`src/rtl/genius_pkg.sv`:
```
// Shared types and constants for the Genius (Simon) round controller.
// State encoding, LED patterns and a width helper for the cycle timer.
package genius_pkg;

  typedef enum logic [2:0] {
    S_IDLE     = 3'd0,
    S_SHOW_ON  = 3'd1,
    S_SHOW_OFF = 3'd2,
    S_WAIT_IN  = 3'd3,
    S_WIN      = 3'd4,
    S_LOSE     = 3'd5
  } state_t;

  localparam logic [3:0] LED_ALL = 4'b1111;
  localparam logic [3:0] LED_OFF = 4'b0000;

  function automatic int max3(
    input int a,
    input int b,
    input int c
  );
    int m;
    m = (a > b) ? a : b;
    return (m > c) ? m : c;
  endfunction

endpackage

```
`src/rtl/genius_timer.sv`:
```
// Saturating up-counter with clear, load and enable; done when it
// reaches the compare limit supplied by the controller.
module genius_timer #(
  parameter int W = 8
) (
  input  logic         clk,
  input  logic         rst_n,
  input  logic         clr,
  input  logic         load,
  input  logic [W-1:0] din,
  input  logic         en,
  input  logic [W-1:0] limit,
  output logic         done
);

  logic [W-1:0] cnt;

  always_ff @(posedge clk) begin
    if (!rst_n) begin
      cnt <= '0;
    end else if (clr) begin
      cnt <= '0;
    end else if (load) begin
      cnt <= din;
    end else if (en && (cnt != {W{1'b1}})) begin
      cnt <= cnt + W'(1);
    end
  end

  assign done = (cnt == limit);

endmodule

```
`src/rtl/genius_ctrl.sv`:
```
// Genius round controller: plays items 0..fase, then checks presses.
// Define TIMEOUT_EN to lose after T_LIMIT idle cycles in WAIT_IN.
module genius_ctrl
  import genius_pkg::*;
#(
  parameter int SIZE    = 4,
  parameter int T_ON    = 50000000,
  parameter int T_OFF   = 12500000,
  parameter int T_LIMIT = 250000000
) (
  input  logic            clk,
  input  logic            rst_n,
  input  logic            start,
  input  logic [3:0]      botoes,
  output logic [SIZE-1:0] seq_addr,
  input  logic [3:0]      seq_data,
  output logic [3:0]      leds,
  output logic [SIZE-1:0] fase,
  output logic            busy,
  output logic            vitoria,
  output logic            derrota
);

  localparam int TW = $clog2(max3(T_ON, T_OFF, T_LIMIT) + 1);
  localparam logic [TW-1:0] LIM_ON   = TW'(T_ON - 1);
  localparam logic [TW-1:0] LIM_OFF  = TW'(T_OFF - 1);
  localparam logic [TW-1:0] LIM_WAIT = TW'(T_LIMIT - 1);
  localparam logic [SIZE-1:0] LAST   = {SIZE{1'b1}};

  state_t          state, state_n;
  logic [SIZE-1:0] idx, idx_n;
  logic [SIZE-1:0] fase_q, fase_n;
  logic            pre, pre_n;
  logic            restart;
  logic            done;
  logic            clr;
  logic [TW-1:0]   limit;

  always_ff @(posedge clk) begin
    if (!rst_n) begin
      state  <= S_IDLE;
      idx    <= '0;
      fase_q <= '0;
      pre    <= 1'b0;
    end else begin
      state  <= state_n;
      idx    <= idx_n;
      fase_q <= fase_n;
      pre    <= pre_n;
    end
  end

  // pre marks the gap after a completed round: replay restarts at item 0
  always_comb begin
    state_n = state;
    idx_n   = idx;
    fase_n  = fase_q;
    pre_n   = pre;
    restart = 1'b0;
    case (state)
      S_IDLE, S_WIN, S_LOSE: begin
        if (start) begin
          state_n = S_SHOW_ON;
          idx_n   = '0;
          fase_n  = '0;
          pre_n   = 1'b0;
        end
      end
      S_SHOW_ON: begin
        if (done) state_n = S_SHOW_OFF;
      end
      S_SHOW_OFF: begin
        if (done) begin
          if (pre) begin
            pre_n   = 1'b0;
            state_n = S_SHOW_ON;
          end else if (idx < fase_q) begin
            idx_n   = idx + SIZE'(1);
            state_n = S_SHOW_ON;
          end else begin
            idx_n   = '0;
            state_n = S_WAIT_IN;
          end
        end
      end
      S_WAIT_IN: begin
        if (botoes != LED_OFF) begin
          if (botoes == seq_data) begin
            if (idx < fase_q) begin
              idx_n   = idx + SIZE'(1);
              restart = 1'b1;
            end else if (fase_q == LAST) begin
              state_n = S_WIN;
            end else begin
              fase_n  = fase_q + SIZE'(1);
              idx_n   = '0;
              pre_n   = 1'b1;
              state_n = S_SHOW_OFF;
            end
          end else begin
            state_n = S_LOSE;
          end
        end
`ifdef TIMEOUT_EN
        else if (done) begin
          state_n = S_LOSE;
        end
`endif
      end
      default: state_n = S_IDLE;
    endcase
  end

  always_comb begin
    limit = {TW{1'b1}};
    case (state)
      S_SHOW_ON:  limit = LIM_ON;
      S_SHOW_OFF: limit = LIM_OFF;
      S_WAIT_IN:  limit = LIM_WAIT;
      default:    limit = {TW{1'b1}};
    endcase
  end

  assign clr = (state_n != state) || restart;

  genius_timer #(
    .W(TW)
  ) u_timer (
    .clk  (clk),
    .rst_n(rst_n),
    .clr  (clr),
    .load (1'b0),
    .din  ({TW{1'b0}}),
    .en   (1'b1),
    .limit(limit),
    .done (done)
  );

  always_comb begin
    leds = LED_OFF;
    case (state)
      S_SHOW_ON: leds = seq_data;
      S_WAIT_IN: leds = botoes;
      S_WIN:     leds = LED_ALL;
      default:   leds = LED_OFF;
    endcase
  end

  assign busy     = (state == S_SHOW_ON) || (state == S_SHOW_OFF)
                 || (state == S_WAIT_IN);
  assign vitoria  = (state == S_WIN);
  assign derrota  = (state == S_LOSE);
  assign seq_addr = idx;
  assign fase     = fase_q;

endmodule

```
`config.mk`:
```
export PLATFORM = sky130hd
export DESIGN_NAME = genius_ctrl
export DESIGN_NICKNAME = d
export VERILOG_FILES = /design/src/rtl/genius_pkg.sv /design/src/rtl/genius_timer.sv /design/src/rtl/genius_ctrl.sv
export SDC_FILE = /design/constraint.sdc
export NUM_CORES = 1
export LEC_CHECK = 0
export CAP_MARGIN = 20
export CORE_ASPECT_RATIO = 1.75
export CORE_MARGIN = 3
export CORE_UTILIZATION = 45
export CTS_CLUSTER_DIAMETER = 30
export DETAILED_ROUTE_END_ITERATION = 12
export GPL_TIMING_DRIVEN = 0
export PLACE_DENSITY = 0.67
export SYNTH_ARGS = -nofsm -noshare
export SYNTH_HDL_FRONTEND = slang
export SYNTH_SLANG_ARGS = --single-unit
```
`constraint.sdc`:
```
create_clock -name clk -period 4.4 [get_ports clk]
set_input_delay 0.88 -clock clk [delete_from_list [all_inputs] [get_ports clk]]
set_output_delay 0.88 -clock clk [all_outputs]
set_load 0.05 [all_outputs]
```
==> implementation parameters, run 1 <==
Parameter                              Value

Run status
  Status ... completed

Place
  Half-perimeter wire length after placement ... 5700 µm
  DP Cell Count ... 424
  Last weighted congestion value of the routability-driven placer ... 0.909
  Port bufs ... 24
  Total cell area at the placement stage ... 2990 µm²

Timing
  Post-route fraction of the period consumed by the critical path ... 78.3%
  Slew Limit Headroom ... 51.7%
  Min Tclk post-route ... 3.44 ns
  Hold violation total from the final report ... 0
  Setup violations, final ... 0
  Slew of the pin with the lowest slew margin ... 0.723 ns
  Fmax achieved ... 0.290 GHz
  Final-layout setup total negative slack ... 0 ns
  Setup repair after global routing missed its margin ... false
  Final worst clock skew ... 0.0107 ns
  Final Max Tran Viols ... 0

Routing
  Number of search-and-repair iterations in the first detailed-routing pass ... 4
  Drt wl/cell ... 16.9 µm
  Count of unresolved DRC violations after routing ... 0
  Vias per std cell ... 5.94
  Overall via count from detail_route ... 2566
  Violation count after the first detailed-routing iteration ... 151
  Residual antenna-violating net count after detailed routing ... 0
  Detailed Route WL ... 7290 µm

GRT
  GRT Total Usage ... 22.2%
  Initial antenna violation count ... 0
  First-pass GRT wire length ... 12000 µm
  Via count of the first global-routing pass ... 2586
  Pin count of the biggest net entering global routing ... 15
  Aggregate global routing overflow ... 0

CTS
  TritonCTS clock tree ... yes
  CTS H-tree lvls ... 2
  Clk sinks ... 40
  Deepest clock path buffer count ... 2
  Clock buffer count from CTS ... 5
  Later-pin clock latency in the skew report ... 0.30 ns
  Clock tree root driver cell ... clkbuf_8
  Number of cells upsized or downsized after cts ... 0
  Worst-path clk slew ... 0.09 ns
  Post-CTS setup-driven buffer insertion count ... 0
  Total of hold buffers inserted after clock tree synthesis ... 0

Finish
  Fraction of layout instances using a drive strength above 1 ... 6.18%
  Number of nets at the end of the flow ... 372
  Number of antenna diodes ... 0
  Filler cell count ... 572
  Count of placed standard cells in the final layout, fillers left out ... 432
  Synthesis-to-finish area growth ... 16.1%
  Multi-input gate area ... 1720 µm²
  Register area ... 801 µm²
  Final cell area excluding filler cells ... 3080 µm²

Yosys
  Top area cells in the synthesized netlist ... dfxtp_1, xor2_1, nor3_1
  Mapped Nets ... 341
  Most common cell in the synthesized netlist ... dfxtp_1
  Area share of the largest cell type after synthesis ... 30.1%
  Area of the mapped netlist ... 2660 µm²
  Share of flip-flops with an asynchronous set or reset after synthesis ... 0%
  Ys Warns ... 0
  Library cell with the largest summed area after synthesis ... dfxtp_1
  Main flop type after synthesis ... dfxtp_1
  Post-synth top cells ... dfxtp_1, nor3_1, xor2_1
  Number of instances in the synthesized netlist ... 324
  Number of storage elements in the synthesis netlist ... 40
  Share of synthesized area occupied by flip-flops and latches ... 30.1%
  Number of enable-type register cells in the synthesized netlist ... 0
  Syn_area_per_cell ... 8.20 µm²
  Distinct cell type count of the synthesized netlist ... 55

Power
  Power per standard cell area ... 229 nW/µm²
  Maximum vdd ir drop ... 0.196 mV
  Lkg Pwr ... 1.04 nW
  Power, Total ... 705 µW

Critical path
  Critical Path Slowest Stage Cell ... clkdlybuf4s50_1
  Largest stage delay on the critical path ... 0.84 ns
  Worst setup EP type ... primary output
  CP max FO ... 10
  Critical Path RT ... 3.52 ns
  Cell family with the largest share of critical-path delay ... buffers and inverters
  Critical path class ... reg2out
  CP startpoint kind ... flip-flop
  WP data arrival ... 2.56 ns
  Count of buffering cells on the critical path with inverters included ... 3
  Crit-path cells ... buf_6 > clkbuf_1 > nor2_1 > nand2_1 > o21ai_0 > clkdlybuf4s50_1

Die
  Placeable core region ... 5630 µm²
  Die height ... 108 µm
  Number of rows created at floorplan ... 36
  Initial cell density of the core ... 47.2%
  Chip Width ... 64.1 µm
  Full die area ... 6900 µm²
  Number of top-level pins ... 26

Worst hold path
  Worst min-delay path class ... reg2reg

Flow run
  Maximum capacitance violations ... 0
-- cell families after synthesis --
kind of cell	after synthesis	synth area share, %
AND/OR/NAND/NOR	157	32.4
AO/OA/AOI/OAI	49	14.8
flip-flops	40	30.1
XOR/XNOR	31	10.2
buffers and inverters	29	5.09
multiplexers	12	4.52
adder cells (fa/ha/maj)	6	2.83
-- flip-flops by register name (all words and copies together), names as in the netlist --
name / count
fase: 4
pre: 1
seq_addr: 4
state: 3
u_timer.cnt: 28
-- final timing paths --
kind,startpoint,end,slack [ns],depth (start not counted)
min,fase[3]$_SDFFE_PN0P_,fase[3]$_SDFFE_PN0P_,0.54,2
max reg2reg,fase[1]$_SDFFE_PN0P_,u_timer.cnt[20]$_SDFFE_PP0P_,1.52,8
min reg2reg,fase[3]$_SDFFE_PN0P_,fase[3]$_SDFFE_PN0P_,0.54,2
max,state[1]$_SDFF_PN0_,leds[1],0.96,6
-- layout make-up --
cell class | count | share of cell area [%]
buffer | 19 | 3.16
clock buffer | 5 | 2.23
clock inverter | 3 | 0.771
inverter | 10 | 1.22
multi-input combinational | 255 | 55.8
sequential | 40 | 26.0
tap | 76 | 3.08
timing repair buffer | 24 | 7.79
-- cells in the final DEF, fill, tap and decap left out, types with 4 or more instances in the layout --
master,count
xnor2_1,7
o21ai_0,12
clkbuf_1,12
a31oi_1,5
o211ai_1,4
nand2_1,21
nor4_1,4
and4_1,6
nor2_1,20
nor3_1,34
mux2i_1,12
clkdlybuf4s50_1,24
and2_1,4
or3_1,5
inv_1,10
nand4_1,19
ha_1,6
a21oi_1,4
and3_1,6
clkbuf_8,5
nand3_1,18
dfxtp_1,40
nand2b_1,5
xor2_1,24
-- per-stage QoR --
stage | hold WS, ns | worst slack [ns] | utilization [%]
3_5_place_dp | 0.536 | 0.990 | 53.1
4_1_cts | 0.548 | 0.948 | 54.8
3_3_place_gp | 0.517 | 0.953 | 53.1
6_report | 0.537 | 0.955 | 54.8
2_1_floorplan | 0.526 | 1.49 | -
5_1_grt | 0.591 | 0.765 | 54.8
-- worst register-to-register path, delay by kind of cell, from the launching register on --
| kind | cells | cell delay [ns] |
|---|---|---|
| buf+inv | 2 | 0.38 |
| simple gates | 3 | 0.71 |
| compound gates | 2 | 0.99 |
| flops | 1 | 0.40 |
| fa+ha+maj | 1 | 0.29 |
-- report_power, final --
part	total, mW	switching [mW]	internal (mW)	leakage (nW)
logic	0.0815	0.0512	0.0302	0.681
registers	0.368	0.00289	0.365	0.323
clock network	0.256	0.144	0.112	0.0404
-- layer usage --
layer / part of all wire, % / up-vias / global-route usage [%]
li1: - / 1271 / -
met1: 37 / 1213 / 21.7
met2: 56 / 58 / 43.6
met3: 2.4 / 24 / 2.61
met4: 4.8 / 0 / 12.1
met5: 0 / - / 0
Note: power is estimated with default switching activity, not from simulation.
==> run 2: changes to the inputs <==
--- a/config.mk
+++ b/config.mk
@@ -12,7 +12,7 @@
 export CTS_CLUSTER_DIAMETER = 30
 export DETAILED_ROUTE_END_ITERATION = 12
 export GPL_TIMING_DRIVEN = 0
-export PLACE_DENSITY = 0.67
+export PLACE_DENSITY = 0.7
 export SYNTH_ARGS = -nofsm -noshare
 export SYNTH_HDL_FRONTEND = slang
 export SYNTH_SLANG_ARGS = --single-unit
==> constraint.sdc (replaced) <==
create_clock -name clk -period 2.8 [get_ports clk]
set_input_delay 0.56 -clock clk [delete_from_list [all_inputs] [get_ports clk]]
set_output_delay 0.56 -clock clk [all_outputs]
set_load 0.05 [all_outputs]
==> implementation parameters, run 2 (synthesized netlist as in run 1, its figures left out) <==
Parameter                              Value

Run status
  Status ... completed

Power
  Power per standard cell area ... 427 nW/µm²
  Power, Total ... 1.37 mW
  Maximum vdd ir drop ... 0.275 mV
  Lkg Pwr ... 1.13 nW

Place
  DP Cell Count ... 424
  Total cell area at the placement stage ... 2990 µm²
  Pre-CTS worst setup slack ... -0.287 ns
  Port bufs ... 24
  Half-perimeter wire length after placement ... 5610 µm
  Last weighted congestion value of the routability-driven placer ... 0.885

Routing
  Violation count after the first detailed-routing iteration ... 107
  Residual antenna-violating net count after detailed routing ... 0
  Overall via count from detail_route ... 2628
  Number of search-and-repair iterations in the first detailed-routing pass ... 5
  Count of unresolved DRC violations after routing ... 0
  Detailed Route WL ... 7330 µm
  Drt wl/cell ... 16.8 µm
  Vias per std cell ... 6.03

Worst hold path
  Endpoint of the worst hold-timing path ... fase[3]$_SDFFE_PN0P_
  Number of instances on the worst hold path ... 2
  Worst min-delay path class ... reg2reg
  Hold wc startpoint ... fase[3]$_SDFFE_PN0P_

CTS
  Total of hold buffers inserted after clock tree synthesis ... 0
  Clock buffer count from CTS ... 5
  CTS H-tree lvls ... 2
  Later-pin clock latency in the skew report ... 0.30 ns
  Clock tree root driver cell ... clkbuf_8
  Deepest clock path buffer count ... 2
  TritonCTS clock tree ... yes
  Worst-path clk slew ... 0.09 ns
  Clk sinks ... 40

Timing
  Final worst hold slack ... 0.544 ns
  Final worst clock skew ... 0.00788 ns
  Hold violation total from the final report ... 0
  Setup repair after global routing missed its margin ... false
  Min Tclk post-route ... 2.64 ns
  Post-route fraction of the period consumed by the critical path ... 94.2%
  Slew Limit Headroom ... 62.2%
  Slew of the pin with the lowest slew margin ... 0.562 ns
  Worst setup slack after layout ... 0.162 ns
  Final-layout setup total negative slack ... 0 ns
  Final Max Tran Viols ... 0
  Setup violations, final ... 0
  Fmax achieved ... 0.379 GHz

Die
  Number of rows created at floorplan ... 36
  Initial cell density of the core ... 47.2%
  Die height ... 108 µm
  Placeable core region ... 5630 µm²
  Number of top-level pins ... 26
  Chip Width ... 64.1 µm
  Full die area ... 6900 µm²

Critical path
  End of the worst register-to-register path ... u_timer.cnt[17]$_SDFFE_PP0P_
  Number of cells on the worst reg-to-reg path ... 8
  Worst setup EP type ... flip-flop
  CP max FO ... 10
  Critical path class ... reg2reg
  Reg-to-reg startpoint ... state[1]$_SDFF_PN0_
  Critical Path RT ... 2.98 ns
  WP data arrival ... 2.82 ns
  CP startpoint kind ... flip-flop
  Worst reg-to-reg setup slack ... 0.16 ns

GRT
  First-pass GRT wire length ... 12100 µm
  Pin count of the biggest net entering global routing ... 14
  GRT Total Usage ... 22.5%
  Initial antenna violation count ... 0
  Via count of the first global-routing pass ... 2589
  Aggregate global routing overflow ... 0

Finish
  Register area ... 801 µm²
  Number of nets at the end of the flow ... 376
  Most common cell after layout, fill and taps aside ... dfxtp_1
  Number of flip-flops under the largest register name ... 28
  Multi-input gate area ... 1770 µm²
  Most frequent cells in the layout ... dfxtp_1, nor3_1, xor2_1
  Number of antenna diodes ... 0
  Final cell area excluding filler cells ... 3210 µm²
  Filler cell count ... 544
  Count of placed standard cells in the final layout, fillers left out ... 436
  Synthesis-to-finish area growth ... 20.8%
  Fraction of layout instances using a drive strength above 1 ... 9.72%
  Util after Layout ... 57.0%
  Largest register by flop count ... u_timer.cnt

Flow run
  Maximum capacitance violations ... 0
-- run 2: cell count changes in the layout (fill, tap and decap cells not counted), moves of 2 or more --
cell | before | now
clkbuf_2 | 0 | 6
bufinv_16 | 0 | 3
buf_4 | 2 | 6
clkinvlp_4 | 2 | 0
clkdlybuf4s50_1 | 24 | 18
-- run 2: area by class of cell --
type | instances | share of cell area (%)
multi-input cells | 255 | 55.1
flip-flops and latches | 40 | 25.0
repair buffers | 28 | 7.72
plain buffers | 19 | 3.08
well taps | 76 | 2.96
clock inverters | 3 | 2.81
clock buffers | 5 | 2.15
inverters | 10 | 1.17
-- run 2: report_power, final --
part | switching (mW) | internal, mW
Sequential | 0.00434 | 0.574
Combinational | 0.0827 | 0.0447
Clock | 0.217 | 0.446
Total | 0.304 | 1.06
-- run 2: metal layers --
| layer | vias up | GRT usage (%) | wire length [µm] |
|---|---|---|---|
| met1 | 1233 | 21.5 | 2630 |
| met2 | 85 | 42.0 | 4000 |
| met3 | 31 | 3.13 | 228 |
| met5 | - | 0 | 0 |
| met4 | 0 | 17.0 | 469 |
| li1 | 1279 | - | - |
-- run 2: worst max-delay path: stages, from the launching register on --
cell,delay (ns)
dfxtp_1,0.33
buf_6,0.14
or3b_1,0.35
o32a_1,0.34
a2111oi_4,0.45
nand4_1,0.31
nand3_4,0.26
buf_2,0.26
nor3_1,0.08
-- run 2: what timing repair did --
action,CTS,global route
endpoints found under the setup margin,26,26
buffers inserted,0,4
gates resized for setup,10,19
pin swaps,0,1
-- run 2: worst max path at each step --
| stage | startpoint | endpoint | slack, ns | depth (start not counted) |
|---|---|---|---|---|
| after global placement | botoes[2] | u_timer.cnt[17]$_SDFFE_PP0P_ | -0.31 | 8 |
| after floorplan | fase[1]$_SDFFE_PN0P_ | u_timer.cnt[10]$_SDFFE_PP0P_ | 0.14 | 8 |
| after CTS | state[0]$_SDFF_PN0_ | leds[1] | 0.01 | 6 |
| final | state[1]$_SDFF_PN0_ | u_timer.cnt[17]$_SDFFE_PP0P_ | 0.16 | 8 |
| after detailed placement | botoes[2] | u_timer.cnt[12]$_SDFFE_PP0P_ | -0.29 | 8 |
| after global routing | u_timer.cnt[0]$_SDFFE_PP0P_ | u_timer.cnt[8]$_SDFFE_PP0P_ | 0.006 | 8 |
==> run 3: changes to the inputs <==
--- a/config.mk
+++ b/config.mk
@@ -6,13 +6,15 @@
 export NUM_CORES = 1
 export LEC_CHECK = 0
 export CAP_MARGIN = 20
+export CELL_PAD_IN_SITES_DETAIL_PLACEMENT = 0
+export CELL_PAD_IN_SITES_GLOBAL_PLACEMENT = 1
 export CORE_ASPECT_RATIO = 1.75
 export CORE_MARGIN = 3
-export CORE_UTILIZATION = 45
+export CORE_UTILIZATION = 39
 export CTS_CLUSTER_DIAMETER = 30
 export DETAILED_ROUTE_END_ITERATION = 12
 export GPL_TIMING_DRIVEN = 0
-export PLACE_DENSITY = 0.7
+export PLACE_DENSITY = 0.78
 export SYNTH_ARGS = -nofsm -noshare
 export SYNTH_HDL_FRONTEND = slang
 export SYNTH_SLANG_ARGS = --single-unit
==> implementation parameters, run 3 (synthesized netlist as in run 1, its figures left out) <==
Parameter                              Value

Worst hold path
  Number of instances on the worst hold path ... 2
  Worst min-delay path class ... reg2reg

Timing
  Slew Limit Headroom ... 56.6%
  Final-layout setup total negative slack ... 0 ns
  Fmax achieved ... 0.376 GHz
  Hold violation total from the final report ... 0
  Min Tclk post-route ... 2.66 ns
  Setup violations, final ... 0
  Setup repair after global routing missed its margin ... true
  Final worst clock skew ... 0.00415 ns
  Slew of the pin with the lowest slew margin ... 0.645 ns
  Post-route fraction of the period consumed by the critical path ... 95.1%
  Final Max Tran Viols ... 0

Power
  Part of the total power dissipated in combinational logic ... 8.5%
  Power per standard cell area ... 474 nW/µm²
  Proportion of power drawn by the clock network ... 54.3%
  Maximum vdd ir drop ... 0.347 mV
  Sequential share of power ... 37.3%
  Int Power ... 1.22 mW
  Switching power total ... 334 µW
  Fraction of power spent switching nets ... 21.5%
  Lkg Pwr ... 1.17 nW

Die
  Full die area ... 7880 µm²
  Chip Width ... 68.4 µm
  Placeable core region ... 6590 µm²
  Die height ... 115 µm
  Number of rows created at floorplan ... 39
  Number of top-level pins ... 26
  Initial cell density of the core ... 40.3%

Routing
  Number of search-and-repair iterations in the first detailed-routing pass ... 4
  Residual antenna-violating net count after detailed routing ... 0
  Count of unresolved DRC violations after routing ... 0
  Drt wl/cell ... 17.2 µm
  Vias per std cell ... 5.77
  Detailed Route WL ... 7600 µm
  Overall via count from detail_route ... 2556
  Violation count after the first detailed-routing iteration ... 129

Critical path
  CP max FO ... 10
  Worst setup EP type ... flip-flop
  CP startpoint kind ... flip-flop
  Critical Path RT ... 2.97 ns
  Number of cells on the worst reg-to-reg path ... 10
  Critical path class ... reg2reg
  Worst reg-to-reg setup slack ... 0.14 ns
  WP data arrival ... 2.83 ns

Finish
  Register area ... 801 µm²
  Number of antenna diodes ... 0
  Util after Layout ... 49.8%
  Fraction of layout instances using a drive strength above 1 ... 9.97%
  Most frequent cells in the layout ... dfxtp_1, nor3_1, xor2_1
  Largest register by flop count ... u_timer.cnt
  Number of flip-flops under the largest register name ... 28
  Filler cell count ... 660
  Synthesis-to-finish area growth ... 23.5%
  Most common cell after layout, fill and taps aside ... dfxtp_1
  Number of nets at the end of the flow ... 377
  Multi-input gate area ... 1770 µm²

CTS
  CTS H-tree lvls ... 2
  Worst-path clk slew ... 0.06 ns
  Total of hold buffers inserted after clock tree synthesis ... 0
  TritonCTS clock tree ... yes
  Clock tree root driver cell ... clkbuf_16
  Deepest clock path buffer count ... 2
  Later-pin clock latency in the skew report ... 0.28 ns
  Clk sinks ... 40
  Clock buffer count from CTS ... 5

Place
  Port bufs ... 24
  Half-perimeter wire length after placement ... 5880 µm
  Last weighted congestion value of the routability-driven placer ... 0.822

GRT
  Pin count of the biggest net entering global routing ... 14
  GRT Total Usage ... 20.7%
  Via count of the first global-routing pass ... 2548
  First-pass GRT wire length ... 12200 µm
  Aggregate global routing overflow ... 0
  Initial antenna violation count ... 0

Run status
  Status ... completed

Flow run
  Maximum capacitance violations ... 0
-- run 3: cell type report --
type                       count  area share, %
clock inverter                 3           2.75
inverter                      10           1.14
sequential                    40           24.4
buffer                        19           3.05
clock buffer                   5           3.81
tap                           82           3.13
multi-input combinational    255           53.8
timing repair buffer          29           7.89
-- run 3: timing repair --
action | CTS | global route
gates resized for setup | 8 | 21
buffers inserted | 0 | 5
setup endpoints to repair | 29 | 25
pin swaps | 0 | 3
-- run 3: power by group through the flow --
stage	Combinational (mW)	Sequential (mW)	Clock (mW)
6_report	0.132	0.579	0.844
3_3_place_gp	0.127	0.592	0
3_5_place_dp	0.129	0.592	0
2_1_floorplan	0.0813	0.591	0
4_1_cts	0.128	0.579	0.857
5_1_grt	0.143	0.579	0.880
-- run 3: worst paths after layout --
path                        start                           end
min          fase[3]$_SDFFE_PN0P_          fase[3]$_SDFFE_PN0P_
min reg2reg  fase[3]$_SDFFE_PN0P_          fase[3]$_SDFFE_PN0P_
max reg2reg   state[1]$_SDFF_PN0_  u_timer.cnt[24]$_SDFFE_PP0P_
max           state[1]$_SDFF_PN0_  u_timer.cnt[24]$_SDFFE_PP0P_
-- run 3: worst max-delay path, cell delays in order (launching register included) --
cell	delay, ns
dfxtp_1	0.33
buf_6	0.15
or3b_1	0.35
o32a_1	0.35
a2111oi_4	0.35
buf_4	0.19
nand4_1	0.12
buf_4	0.20
nand3_4	0.16
buf_2	0.27
nor3_1	0.08
-- run 3: metal layers --
metal  global-route usage, %  share of wire [%]  vias up
met5                       0                  0        -
li1                        -                  -     1278
met2                    38.5                 55       46
met4                    12.6                5.3        0
met3                    3.42                2.2       27
met1                    19.9                 37     1205
-- run 3: per-stage QoR --
step	worst slack [ns]	hold WS [ns]	area [µm²]	cells	total power, mW
final	0.138	0.546	3280	443	1.56
after global routing	-0.0120	0.558	3280	443	1.60
after CTS	0.0216	0.550	3220	438	1.56
after detailed placement	-0.446	0.541	3000	430	0.721
after global placement	-0.395	0.526	3000	430	0.719
after floorplan	0.141	0.526	2660	324	0.672
